$ cat src/rtl/mult8_pkg.sv
// rtl/mult8_pkg.sv - shared types and constants for the 8x8 shift-add multiplier
package mult8_pkg;

    localparam int WIDTH = 8;
    localparam int ITERS = 8;

    typedef enum logic [1:0] {
        IDLE = 2'd0,
        BUSY = 2'd1,
        DONE = 2'd2
    } state_t;

endpackage

$ cat src/rtl/adder8bit.sv
// rtl/adder8bit.sv - 8-bit ripple-carry adder
module adder8bit (
    input  logic [7:0] i_a,
    input  logic [7:0] i_b,
    input  logic       i_cin,
    output logic [7:0] o_sum,
    output logic       o_cout
);

    always_comb begin
        logic w_carry;
        w_carry = i_cin;
        o_sum   = '0;
        for (int i = 0; i < 8; i++) begin
            o_sum[i] = i_a[i] ^ i_b[i] ^ w_carry;
            w_carry  = (i_a[i] & i_b[i]) | (w_carry & (i_a[i] ^ i_b[i]));
        end
        o_cout = w_carry;
    end

endmodule

$ cat src/rtl/seq_mult8.sv
// rtl/seq_mult8.sv - sequential 8x8 unsigned shift-add multiplier with valid/ready handshakes
module seq_mult8
    import mult8_pkg::*;
(
    input  logic               clk,
    input  logic               rst,
    input  logic               in_valid,
    output logic               in_ready,
    input  logic [WIDTH-1:0]   a,
    input  logic [WIDTH-1:0]   b,
    output logic               out_valid,
    input  logic               out_ready,
    output logic [2*WIDTH-1:0] product
);

    state_t              r_state;
    state_t              w_next_state;
    logic [2*WIDTH:0]    r_p;
    logic [WIDTH-1:0]    r_mcand;
    logic [3:0]          r_iter;
    logic [2*WIDTH-1:0]  r_product;

    logic [WIDTH-1:0]    w_sum;
    logic                w_cout;
    logic                w_c;
    logic [WIDTH-1:0]    w_acc;
    logic [2*WIDTH:0]    w_shifted;
    logic                w_last;

    adder8bit u_adder (
        .i_a    (r_p[15:8]),
        .i_b    (r_mcand),
        .i_cin  (1'b0),
        .o_sum  (w_sum),
        .o_cout (w_cout)
    );

    // Carry out of the add lands in bit 15 after the shift, so nothing is lost.
    assign {w_c, w_acc} = r_p[0] ? {w_cout, w_sum} : {1'b0, r_p[15:8]};
    assign w_shifted    = {1'b0, w_c, w_acc, r_p[7:1]};
    assign w_last       = (r_iter == 4'(ITERS - 1));
    assign product      = r_product;

    always_comb begin
        w_next_state = r_state;
        in_ready     = 1'b0;
        out_valid    = 1'b0;
        case (r_state)
            IDLE: begin
                in_ready = 1'b1;
                if (in_valid) w_next_state = BUSY;
            end
            BUSY: begin
                if (w_last) w_next_state = DONE;
            end
            DONE: begin
                out_valid = 1'b1;
                if (out_ready) w_next_state = IDLE;
            end
            default: w_next_state = IDLE;
        endcase
    end

    always_ff @(posedge clk) begin
        if (rst) begin
            r_state   <= IDLE;
            r_p       <= '0;
            r_mcand   <= '0;
            r_iter    <= '0;
            r_product <= '0;
        end else begin
            r_state <= w_next_state;
            case (r_state)
                IDLE: begin
                    if (in_valid) begin
                        r_mcand <= a;
                        r_p     <= {1'b0, {WIDTH{1'b0}}, b};
                        r_iter  <= '0;
                    end
                end
                BUSY: begin
                    r_p    <= w_shifted;
                    r_iter <= r_iter + 4'd1;
                    if (w_last) r_product <= w_shifted[15:0];
                end
                default: ;
            endcase
        end
    end

endmodule

$ cat config.mk
export PLATFORM = sky130hd
export DESIGN_NAME = seq_mult8
export DESIGN_NICKNAME = d
export VERILOG_FILES = /design/src/rtl/mult8_pkg.sv /design/src/rtl/adder8bit.sv /design/src/rtl/seq_mult8.sv
export SDC_FILE = /design/constraint.sdc
export NUM_CORES = 1
export LEC_CHECK = 0
export CAP_MARGIN = 30
export CORE_ASPECT_RATIO = 0.5
export CORE_MARGIN = 8
export CORE_UTILIZATION = 40
export DETAILED_ROUTE_END_ITERATION = 8
export DONT_BUFFER_PORTS = 1
export GPL_TIMING_DRIVEN = 1
export PLACE_DENSITY = 0.52
export SYNTH_ARGS = -nofsm -noshare
export SYNTH_HDL_FRONTEND = slang
export SYNTH_SLANG_ARGS = --single-unit
$ cat constraint.sdc
create_clock -name clk -period 7.07 [get_ports clk]
set_input_delay 1.0605 -clock clk [delete_from_list [all_inputs] [get_ports clk]]
set_output_delay 1.0605 -clock clk [all_outputs]
set_load 0.01 [all_outputs]
==> impl_metrics.yaml, run 1 <==
final_layout:
  fillers: 545
  layout.cell_area.non_filler_um2: 2340
  diodes: 0
  drive_gt1_frac: 0.0884
  post-route-util: 0.430
  syn2layout_area_growth_pct: 4.75
  fin_cells: 322
  multi_input_area_um2: 1120
  seq_area_um2: 921
  final_nets: 277
placed_design:
  placed_cells: 313
  placed_area_um2: 2210
  portBuffers: 0
  dpl.hpwl_um: 3600
  place_congestion: 0.786
cts:
  cts_root_buf: "clkbuf_8"
  clkTransAtPathRegs_ns: 0.09
  clock-sinks: 46
  cts_hold_buf: 0
  ctsHtreeMaxLevel: 2
  clockBufferDepth: 2
  numCtsBuffers: 5
  cts_tree: "yes"
  post_cts_buffers: 0
  clk_latency_ns: 0.30
  post_cts_resized: 0
global_route:
  grt_pass1_wl_um: 8760
  grt_pass1_vias: 1762
  grt_usage: 0.134
  antenna_found_initial: 0
  grt_max_degree: 36
  gr-total-overflow: 0
detailed_routing:
  num_vias: 1722
  dr.pass1.iters: 4
  dr.first_iter.drc_count: 190
  wl_um: 5350
  wire_per_inst_um: 16.6
  drc: 0
  final_antenna_net_count: 0
  vias_per_cell: 5.35
sta:
  tightestPinTransition_ns: 1.01
  rsz0062_at_grt: "false"
  fmax_mhz: 267
  min_period_over_period: 0.529
  fin_skew_ns: 0.00776
  hold_violations: 0
  fin_setup_tns_ns: 0
  whs_ns: 0.456
  slew_headroom: 0.329
  finalCriticalPeriod_ns: 3.74
  setup_viol: 0
  finalMaxSlewViolations: 0
synthesis:
  yosys.area_share.simple: 0.207
  synthXorXnorAreaFrac: 0
  yosysMostFrequentCell: "dfxtp_1"
  synthCells: 260
  yosysSeqAreaShare: 0.412
  ys_types: 35
  yosysTopAreaCell: "dfxtp_1"
  ys.flop_type: "dfxtp_1"
  syn-cell-area_um2: 2240
  synth_compound_area_frac: 0.201
  synth_adder_area_share: 0.0738
  synth_area_leaders: "dfxtp_1, a21oi_1, fa_1"
  synth_top_area_frac: 0.412
  synth_edf_count: 0
  synth-seq-cells: 46
  yosysWarnings: 0
  synth_top_family_by_area: "simple AND/OR/NAND/NOR gates"
  synthArstFlopShare: 0
  synth_common_cells: "dfxtp_1, a21oi_1, nand2_1"
  synth_nets: 289
  synth.avg_cell_area_um2: 8.60
  synthMuxAreaShare: 0.0196
floorplan:
  dieArea_um2: 8390
  num_rows: 19
  die_width_um: 122
  core_um2: 5440
  start_util: 0.411
  io_pins: 38
  die_h_um: 68.9
outcome:
  outcome: "finished, final reports clean"
power:
  p_leak_uw: 0.000818
  ir_worst_vdd_uv: 94.9
  power.density_nw_per_um2: 218
setup_path:
  cp_max_fo: 3
  r2r-start: "r_p[8]"
  r2r_end: "product[14]"
  crit_path_end_kind: "flop"
  cp.required_ns: 7.25
  critical_path_class: "reg2reg"
  crit_arrival_ns: 3.93
  rr_worst_depth: 15
  reg2reg_slack_ns: 3.33
  start_kind: "flop"
min_path:
  hold_path_startpoint: "r_mcand[1]"
  whs_path_depth: 2
  min_to: "r_mcand[1]"
  hold_class: "reg2reg"
flow_run:
  max_cap_viol_count: 0
==> where the power goes <==
part           internal, uW  total, uW  leakage (uW)  switching, uW
registers               268        278      0.000374           10.5
clock network          98.8        188     0.0000575           88.8
logic                  18.9       45.1      0.000387           26.2
==> critical path, stage by stage (launching register included) <==
cell	delay, ns
dfxtp_1	0.36
ha_1	0.15
inv_1	0.05
fa_1	0.37
fa_1	0.38
fa_1	0.36
inv_1	0.07
fa_1	0.15
inv_1	0.05
fa_1	0.37
fa_1	0.36
inv_1	0.07
fa_1	0.39
mux2_2	0.29
nor3_1	0.13
nor3_1	0.07
==> flip-flops by register name (all words and copies together) (netlist names) <==
| signal | count |
|---|---|
| product | 16 |
| r_mcand | 8 |
| r_p | 16 |
| r_iter | 4 |
| r_state | 2 |
==> stage by stage <==
stage               power [uW]  worst slack [ns]
floorplan                  323              3.47
global placement           326              3.37
detailed placement         327              3.32
CTS                        515              3.31
global route               537              3.11
finish                     511              3.33
==> cell families after synthesis <==
family,Yosys count
adder cells (fa/ha/maj),9
multiplexers,4
flip-flops,46
buffers and inverters,38
AO/OA/AOI/OAI,72
AND/OR/NAND/NOR,91
==> cells in the final DEF, fill, tap and decap left out, types with 8 or more instances in the layout <==
cell and count:
dfxtp_1 46, clkbuf_8 8, nand3_1 16, inv_1 16, a21oi_1 37, nor2_1 14, nor2b_1 18, nand2_1 25
o21ai_0 13
==> cell type report <==
class | count | share of cell area
clock buffer | 8 | 0.0470
inverter | 17 | 0.0272
multi-input combinational | 176 | 0.479
sequential | 46 | 0.393
tap | 73 | 0.0390
timing repair buffer | 2 | 0.0149
==> worst max path at each step <==
| stage | start | end | slack, ns | cells after the start |
|---|---|---|---|---|
| 2_1_floorplan | r_p[8] | product[14] | 3.47 | 15 |
| 3_3_place_gp | r_p[8] | product[14] | 3.37 | 15 |
| 3_5_place_dp | r_p[8] | product[14] | 3.32 | 15 |
| 4_1_cts | r_p[8] | product[14] | 3.31 | 15 |
| 5_1_grt | r_p[8] | product[14] | 3.11 | 15 |
| 6_report | r_p[8] | product[14] | 3.33 | 15 |
==> layer usage <==
metal,GRT usage,up-vias,part of all wire
met1,0.171,806,0.50
met2,0.204,37,0.42
met4,0.0502,0,0.011
met3,0.0504,5,0.072
li1,-,874,-
met5,0,-,0
No activity file was read; power rests on OpenSTA's default activity.
==> inputs of run 2 (changes only) <==
clock period = 3.7 ns   (was 7.07 ns; I/O delays follow)
==> run 2 against run 1 <==
Sequential power rose by 91%. Routed wire length rose by 1.8%. Non-clock buffer count did not move. Combinational power rose by 96%. Die area did not move. Clock skew fell by 0.0012 ns. Cell count did not move. Clock power rose by 90%. Utilization rose by 0.41 points. Critical endpoint unchanged.
==> impl_metrics.yaml, run 2 (synthesis results as in run 1) <==
outcome:
  outcome: "finished, final reports clean"
setup_path:
  start_kind: "flop"
  crit_slowest_cell: "fa_1"
  path_common_cell: "fa_2"
  cp.required_ns: 3.89
  reg2reg_slack_ns: 0.19
  critical_path_class: "reg2reg"
  worst-path-buf-inv: 4
  r2r-start: "r_p[8]"
  crit_arrival_ns: 3.70
  crit_chain: "ha_1, inv_1, fa_2, fa_2, fa_2, inv_1, fa_1, inv_1, fa_2, fa_2, inv_1, fa_1, mux2_4, nor3_2, nor3_1"
  cp_top_family: "adder cells"
  cp_max_fo: 3
  crit_path_end_kind: "flop"
  critical-path-max-stage-delay_ns: 0.40
  rr_worst_depth: 15
  r2r_end: "product[14]"
detailed_routing:
  wire_per_inst_um: 16.9
  final_antenna_net_count: 0
  drc: 0
  num_vias: 1749
  wl_um: 5440
  dr.pass1.iters: 4
  vias_per_cell: 5.43
  dr.first_iter.drc_count: 128
cts:
  ctsHtreeMaxLevel: 2
  clockBufferDepth: 2
  clock-sinks: 46
  cts_root_buf: "clkbuf_8"
  cts_tree: "yes"
  post_cts_resized: 2
  clk_latency_ns: 0.30
  clkTransAtPathRegs_ns: 0.09
  numCtsBuffers: 5
  post_cts_buffers: 0
  cts_hold_buf: 0
min_path:
  hold_class: "in2reg"
  min_to: "r_iter[2]"
  hold_path_startpoint: "rst"
  whs_path_depth: 1
global_route:
  grt_pass1_wl_um: 8780
  grt_usage: 0.134
  grt_max_degree: 36
  gr-total-overflow: 0
  grt_pass1_vias: 1740
  antenna_found_initial: 0
power:
  totalPowerFinal_uw: 978
  power.density_nw_per_um2: 413
  ir_worst_vdd_uv: 187
  p_leak_uw: 0.000826
sta:
  min_period_over_period: 0.950
  setup_viol: 0
  slew_headroom: 0.319
  tightestPinTransition_ns: 1.02
  fmax_mhz: 285
  finalMaxSlewViolations: 0
  fin_skew_ns: 0.00652
  rsz0062_at_grt: "false"
  finalCriticalPeriod_ns: 3.51
  fin_setup_tns_ns: 0
  hold_violations: 0
floorplan:
  num_rows: 19
  start_util: 0.411
  die_width_um: 122
  die_h_um: 68.9
  dieArea_um2: 8390
  core_um2: 5440
  io_pins: 38
final_layout:
  syn2layout_area_growth_pct: 5.76
  final_cell_mix: "dfxtp_1, a21oi_1, nand2_1"
  layout_commonest_cell: "dfxtp_1"
  fin_cells: 322
  fillers: 549
  diodes: 0
  final_nets: 277
  drive_gt1_frac: 0.116
placed_design:
  dpl.hpwl_um: 3610
  portBuffers: 0
  placed_cells: 313
  place_congestion: 0.786
flow_run:
  max_cap_viol_count: 0
run 2: routing by layer:
layer / up-vias / track usage / wire [um]
met5: - / 0 / 0
met4: 0 / 0.0426 / 34
met3: 2 / 0.0471 / 377
met2: 36 / 0.202 / 2250
met1: 838 / 0.177 / 2780
li1: 873 / - / -
run 2: worst max path at each step:
stage | start | to | depth (start not counted)
5_1_grt | r_p[8] | product[14] | 15
3_5_place_dp | r_p[8] | product[14] | 15
4_1_cts | r_p[8] | product[14] | 15
6_report | r_p[8] | product[14] | 15
3_3_place_gp | r_p[8] | product[14] | 15
2_1_floorplan | r_p[8] | product[14] | 15
run 2: metrics by stage:
step	hold slack, ns	instance area, um^2	setup WS, ns	utilization
finish	0.318	2370	0.185	0.435
floorplan	0.436	2240	0.100	-
global placement	0.441	2210	-0.00326	0.405
global route	0.299	2370	0.0118	0.435
detailed placement	0.445	2210	-0.0413	0.405
CTS	0.308	2320	0.0123	0.426
run 2: final cells by class:
cell class                 instances  area [um^2]  share of cell area
multi-input combinational        176         1140               0.483
tap                               73         91.3              0.0386
timing repair buffer               2         35.0              0.0148
inverter                          17         63.8              0.0270
clock buffer                       8          110              0.0465
sequential                        46          922               0.390
run 2: power breakdown:
part | internal (uW) | total [uW] | switching [uW]
logic | 36.9 | 88.2 | 51.3
clock network | 189 | 358 | 169
registers | 511 | 531 | 20.3
total | 737 | 978 | 241
